[config.mk]
export PLATFORM = sky130hd
export DESIGN_NAME = mips_16_boot_ctrl
export DESIGN_NICKNAME = d
export VERILOG_FILES = /design/src/rtl/mips_16_boot_ctrl.sv
export SDC_FILE = /design/constraint.sdc
export NUM_CORES = 1
export LEC_CHECK = 0
export BUFFER_PORTS_ARGS = -buffer_cell sky130_fd_sc_hd__buf_2
export CAP_MARGIN = 5
export CORE_AREA = 2 2 114 116
export DETAILED_ROUTE_END_ITERATION = 7
export DIE_AREA = 0 0 116 118
export PLACE_DENSITY = 0.61
export SYNTH_ARGS = -nofsm -noshare
export SYNTH_HDL_FRONTEND = slang
export SYNTH_SLANG_ARGS = --single-unit
[constraint.sdc]
create_clock -name clk -period 2.4 [get_ports clk]
set_clock_uncertainty 0.15 [all_clocks]
set_input_delay 0.36 -clock clk [delete_from_list [all_inputs] [get_ports clk]]
set_output_delay 0.36 -clock clk [all_outputs]
set_load 0.03 [all_outputs]
[src/rtl/mips_16_boot_ctrl.sv]
`timescale 1ns/1ps
// mips_16_boot_ctrl: loads a byte-stream image into instruction memory, then runs the core.
// Define MIPS_16_BOOT_CKSUM_EN to require a trailing 8-bit checksum byte before RUN.
module mips_16_boot_ctrl #(
    parameter int IMEM_AW = 8,
    parameter int IW      = 16,
    parameter int CNT_W   = 16
) (
    input  logic               clk,
    input  logic               rst,
    input  logic               start,
    input  logic               abort,
    input  logic [IMEM_AW:0]   len,
    input  logic [CNT_W-1:0]   run_cycles,
    input  logic               s_valid,
    input  logic [7:0]         s_data,
    output logic               s_ready,
    output logic               imem_we,
    output logic [IMEM_AW-1:0] imem_addr,
    output logic [IW-1:0]      imem_wdata,
    output logic               core_rst,
    output logic               busy,
    output logic               done,
    output logic               err
);

    typedef enum logic [2:0] {
        S_IDLE,
        S_RX_HI,
        S_RX_LO,
        S_WR,
`ifdef MIPS_16_BOOT_CKSUM_EN
        S_CK,
`endif
        S_RUN,
        S_HALT,
        S_ERR
    } state_e;

    localparam logic [IMEM_AW-1:0] ADDR_ONE = {{(IMEM_AW-1){1'b0}}, 1'b1};
    localparam logic [IMEM_AW:0]   LEN_ONE  = {{IMEM_AW{1'b0}}, 1'b1};
    localparam logic [CNT_W-1:0]   CNT_ONE  = {{(CNT_W-1){1'b0}}, 1'b1};

    state_e             state_q, state_d;
    logic [IMEM_AW-1:0] addr_q, addr_d;
    logic [IMEM_AW:0]   len_q, len_d;
    logic [CNT_W-1:0]   rc_q, rc_d;
    logic [CNT_W-1:0]   cyc_q, cyc_d;
    logic [7:0]         hi_q, hi_d;
    logic [7:0]         lo_q, lo_d;
    logic               done_q, done_d;
    logic               err_q, err_d;
    logic               last;
`ifdef MIPS_16_BOOT_CKSUM_EN
    logic [7:0]         sum_q, sum_d;
`endif

    assign imem_addr  = addr_q;
    assign imem_wdata = IW'({hi_q, lo_q});
    assign done       = done_q;
    assign err        = err_q;
    // Address counter stops at len-1, so a full-depth image never wraps.
    assign last       = ({1'b0, addr_q} == (len_q - LEN_ONE));

    always_comb begin
        state_d  = state_q;
        addr_d   = addr_q;
        len_d    = len_q;
        rc_d     = rc_q;
        cyc_d    = cyc_q;
        hi_d     = hi_q;
        lo_d     = lo_q;
        done_d   = done_q;
        err_d    = err_q;
`ifdef MIPS_16_BOOT_CKSUM_EN
        sum_d    = sum_q;
`endif
        s_ready  = 1'b0;
        imem_we  = 1'b0;
        core_rst = 1'b1;
        busy     = 1'b0;

        unique case (state_q)
            S_IDLE, S_HALT, S_ERR: begin
                if (start) begin
                    len_d  = len;
                    rc_d   = run_cycles;
                    done_d = 1'b0;
                    err_d  = 1'b0;
                    addr_d = '0;
                    cyc_d  = '0;
`ifdef MIPS_16_BOOT_CKSUM_EN
                    sum_d  = '0;
`endif
                    if (len == '0) begin
                        state_d = S_ERR;
                        err_d   = 1'b1;
                    end else begin
                        state_d = S_RX_HI;
                    end
                end
            end
            S_RX_HI: begin
                busy    = 1'b1;
                s_ready = 1'b1;
                if (s_valid) begin
                    hi_d    = s_data;
`ifdef MIPS_16_BOOT_CKSUM_EN
                    sum_d   = sum_q + s_data;
`endif
                    state_d = S_RX_LO;
                end
            end
            S_RX_LO: begin
                busy    = 1'b1;
                s_ready = 1'b1;
                if (s_valid) begin
                    lo_d    = s_data;
`ifdef MIPS_16_BOOT_CKSUM_EN
                    sum_d   = sum_q + s_data;
`endif
                    state_d = S_WR;
                end
            end
            S_WR: begin
                busy    = 1'b1;
                imem_we = 1'b1;
                if (last) begin
                    cyc_d   = '0;
`ifdef MIPS_16_BOOT_CKSUM_EN
                    state_d = S_CK;
`else
                    state_d = S_RUN;
`endif
                end else begin
                    addr_d  = addr_q + ADDR_ONE;
                    state_d = S_RX_HI;
                end
            end
`ifdef MIPS_16_BOOT_CKSUM_EN
            S_CK: begin
                busy    = 1'b1;
                s_ready = 1'b1;
                if (s_valid) begin
                    if ((sum_q + s_data) == 8'h00) begin
                        cyc_d   = '0;
                        state_d = S_RUN;
                    end else begin
                        err_d   = 1'b1;
                        state_d = S_ERR;
                    end
                end
            end
`endif
            S_RUN: begin
                busy     = 1'b1;
                core_rst = 1'b0;
                cyc_d    = cyc_q + CNT_ONE;
                if ((rc_q != '0) && (cyc_q == (rc_q - CNT_ONE))) begin
                    done_d  = 1'b1;
                    state_d = S_HALT;
                end
            end
            default: begin
                state_d = S_IDLE;
            end
        endcase

        // Abort overrides everything, including a same-cycle start.
        if (abort) begin
            state_d = S_IDLE;
            done_d  = 1'b0;
            err_d   = 1'b0;
            addr_d  = '0;
            cyc_d   = '0;
        end
    end

    always_ff @(posedge clk or negedge rst) begin
        if (!rst) begin
            state_q <= S_IDLE;
            addr_q  <= '0;
            len_q   <= '0;
            rc_q    <= '0;
            cyc_q   <= '0;
            hi_q    <= '0;
            lo_q    <= '0;
            done_q  <= 1'b0;
            err_q   <= 1'b0;
`ifdef MIPS_16_BOOT_CKSUM_EN
            sum_q   <= '0;
`endif
        end else begin
            state_q <= state_d;
            addr_q  <= addr_d;
            len_q   <= len_d;
            rc_q    <= rc_d;
            cyc_q   <= cyc_d;
            hi_q    <= hi_d;
            lo_q    <= lo_d;
            done_q  <= done_d;
            err_q   <= err_d;
`ifdef MIPS_16_BOOT_CKSUM_EN
            sum_q   <= sum_d;
`endif
        end
    end

endmodule

==> metrics.csv <==
stage,metric,value,unit
clock_tree,clk_pin_slew,0.06,ns
cells_and_area,stdcell_count,700,
critical_path,cp_max_fo,4,
power,pwr-share-comb,0.492,
power,cellPowerDensity,1180,mW/mm2
critical_path,path_class,reg -> reg,
cells_and_area,final_nets,566,
min_path,min_path_cells,2,
sta,rsz0062_at_grt,yes,
power,pwr-share-seq,0.297,
synth,synthCells,418,
power,cellLeakagePower,0.00238,uW
sta,post-route-period-util,1.09,
global_routing,first_global_vias,3669,
outcome,failed_checks,negative setup slack,
synth,ys_ff_latch,70,
global_routing,grt_remaining_overflow,0,
critical_path,required,2.53,ns
global_routing,grt_usage,0.159,
drt,ant_nets,0,
drt,drt_iter0_drc,156,
drt,drc,0,
critical_path,crit_arrival,2.74,ns
global_routing,busiest_layer,met2,
sta,setup_ws,-0.210,ns
synth,synth-edff-count,0,
place,place.gp.congestion,0.814,
die,die_h,118,um
synth,synth_area,0.00415,mm2
power,power.clock.fraction,0.211,
die,ioPinCount,68,
drt,wl_per_cell,14.8,um
critical_path,rr_worst_depth,9,
critical_path,rrSetupSlack,-0.21,ns
synth,yosys-top-cells-area,"dfrtp_1 (42%), mux2_2 (6.0%), mux2_1 (5.2%), xnor2_1 (5.1%), nor2_1 (3.0%)",
synth,synthArstFlopShare,1.00,
drt,viasPerCell,5.13,
drt,first_pass_iters,4,
sta,setup_viol,2,
sta,slew_viol_final,0,
global_routing,antenna_found_initial,0,
synth,synth.distinct_cells,67,
synth,synth_largest_area_cell,dfrtp_1,
clock_tree,htree_levels,3,
die,coreArea,0.0124,mm2
cells_and_area,synthToLayoutAreaGrowth,33.9,%
critical_path,endpoint_kind,flip-flop,
clock_tree,clock-sinks,70,
synth,seq_area_frac_synth,0.422,
place,detailed_place_hpwl,7430,um
synth,syn_nets,461,
sta,final_hold_viol_count,0,
clock_tree,cts_buffers,9,
clock_tree,clkLatencyLatePin,0.34,ns
outcome,outcome,finished with violations,
sta,tightest_slew,0.580,ns
sta,finalSetupTns,-0.393,ns
global_routing,met1_usage,0.199,
min_path,hold_path_class,in -> reg,
min_path,min_to,rc_q[4]$_DFFE_PN0P_,
sta,slew_headroom,0.608,
cells_and_area,drive_gt1_frac,0.373,
synth,netlist_top_cells_count,"dfrtp_1 (70), nor2_1 (33), nand2_1 (30), xnor2_1 (24), mux2_2 (22)",
die,chipWidth,116,um
power,p_sw,2630,uW
place,place_inst,675,
synth,ys_warn_count,0,
die,std_cell_rows,41,
critical_path,r2r_end,state_q[0]$_DFFE_PN0P_,
clock_tree,ctsRootBufferMaster,clkbuf_16,
die,dieArea,0.0137,mm2
sta,period_minus_slack,2.61,ns
place,port_buffers,67,
synth,yosysMostFrequentCell,dfrtp_1,
global_routing,grt_use_met3,0.0360,
drt,routed_wl,10400,um
critical_path,r2r_start,rc_q[0]$_DFFE_PN0P_,
run,maxCapViolations,0,
critical_path,worst_setup_path_start_kind,flip-flop,
clock_tree,cts_tree,done,
drt,vias,3593,
global_routing,grt_max_degree,71,
min_path,hold_start,run_cycles[4],
clock_tree,cts.path.max_buffers,2,
synth,syn_area_per_cell,9.93,um2
sta,max_freq,383,MHz
die,start_util,0.334,
global_routing,grt_pass1_wl,17500,um
cells_and_area,antennaDiodeCount,0,
global_routing,grtUsageMet2,0.269,
power,switching_share,0.401,
synth,yosysTopAreaCellShare,0.422,
synth,synth_top_flop_cell,dfrtp_1,
power,p_int,3920,uW
power,ir_drop,0.000444,V
==> sequential cells by signal (all words and copies together) (netlist names) <==
signal and flops:
imem_addr 8, done 1, hi_q 8, err 1
cyc_q 16, rc_q 16, lo_q 8, len_q 9
state_q 3
==> layout by cell type, fill, tap and decap left out, types with 5 or more instances in the layout <==
master     synthesis  final
buf_4              1     43
nor2_1            33     32
buf_2              4     67
nand3_1           15     14
o21ai_0           10     10
and3_1             8      8
inv_2              1      5
nor4_1             7      6
xnor2_1           24     23
dfrtp_1           70     70
nor3_1            16     11
inv_1             12      8
nand2b_1           5      5
a21oi_1           16     15
nand2_1           30     28
xor2_1            12     12
clkbuf_16          0     11
mux2_1            19     19
o21a_1             6      6
mux2_2            22     22
==> cell type report <==
type / instances / area [um2]
clock buffer: 10 / 239
clock inverter: 6 / 70.1
fill: 1205 / 6860
inverter: 13 / 48.8
multi-input combinational: 310 / 2410
sequential: 70 / 1750
tap: 172 / 215
timing repair buffer: 119 / 816
==> timing repair <==
action | in CTS | in global routing
resized for setup | 4 | 36
gates cloned | 0 | 2
pin swaps | 3 | 11
endpoints found under the hold margin | 70 | 0
setup endpoints to repair | 26 | 27
setup buffers | 3 | 4
hold buffers | 1 | 0
==> per-layer routing <==
metal	part of all wire	vias to the layer above
li1	-	1727
met1	0.44	1774
met2	0.51	75
met3	0.040	17
met4	0.017	0
met5	0	-
==> worst max-delay path by stage <==
stage / from / to / slack [ns] / cells past startpoint
2_1_floorplan: rc_q[0]$_DFFE_PN0P_ / state_q[0]$_DFFE_PN0P_ / -0.17 / 10
3_3_place_gp: rc_q[0]$_DFFE_PN0P_ / state_q[0]$_DFFE_PN0P_ / -0.15 / 9
3_5_place_dp: rc_q[0]$_DFFE_PN0P_ / state_q[0]$_DFFE_PN0P_ / -0.22 / 9
4_1_cts: rc_q[1]$_DFFE_PN0P_ / state_q[0]$_DFFE_PN0P_ / -0.22 / 9
5_1_grt: rc_q[0]$_DFFE_PN0P_ / state_q[0]$_DFFE_PN0P_ / -0.29 / 9
6_report: rc_q[0]$_DFFE_PN0P_ / state_q[0]$_DFFE_PN0P_ / -0.21 / 9
==> worst max-delay path, stage by stage, from the launching register on <==
cell and delay [ns]:
dfrtp_1 0.39, inv_2 0.08, ha_4 0.13, or4b_4 0.52
nor2_2 0.13, and4bb_1 0.22, a21oi_2 0.04, or4_4 0.50
a211oi_4 0.22, o211a_1 0.16
==> stage by stage <==
stage               total power [uW]  instance area [um2]  setup slack, ns   util  hold slack (ns)
floorplan                       3910                 4160           -0.173      -          -0.0856
global placement                4830                 4960           -0.153  0.399            0.266
detailed placement              4910                 4960           -0.224  0.399            0.273
CTS                             6380                 5310           -0.224  0.427           0.0674
global route                    6990                 5560           -0.286  0.447           0.0766
finish                          6560                 5560           -0.210  0.447           0.0780
==> power groups by stage <==
stage	logic, uW	registers [uW]	clock network [uW]
after floorplan	1770	2140	0
after global placement	2910	1920	0
after detailed placement	2970	1940	0
after CTS	3020	1930	1430
after global routing	3510	2010	1480
final	3230	1950	1380
==> kinds of logic (layout without fill, tap and decap cells) <==
logic type,after synthesis,in the layout,share of synthesized area
buffers and inverters,38,148,0.0401
and+or+nand+nor,142,142,0.179
AOI/OAI and AO/OA,81,81,0.141
adders and majority gates,6,6,0.0175
muxes,44,44,0.119
DFF,70,70,0.422
xor gates and xnor gates,37,37,0.0814
(Power assumes the default switching activity.)
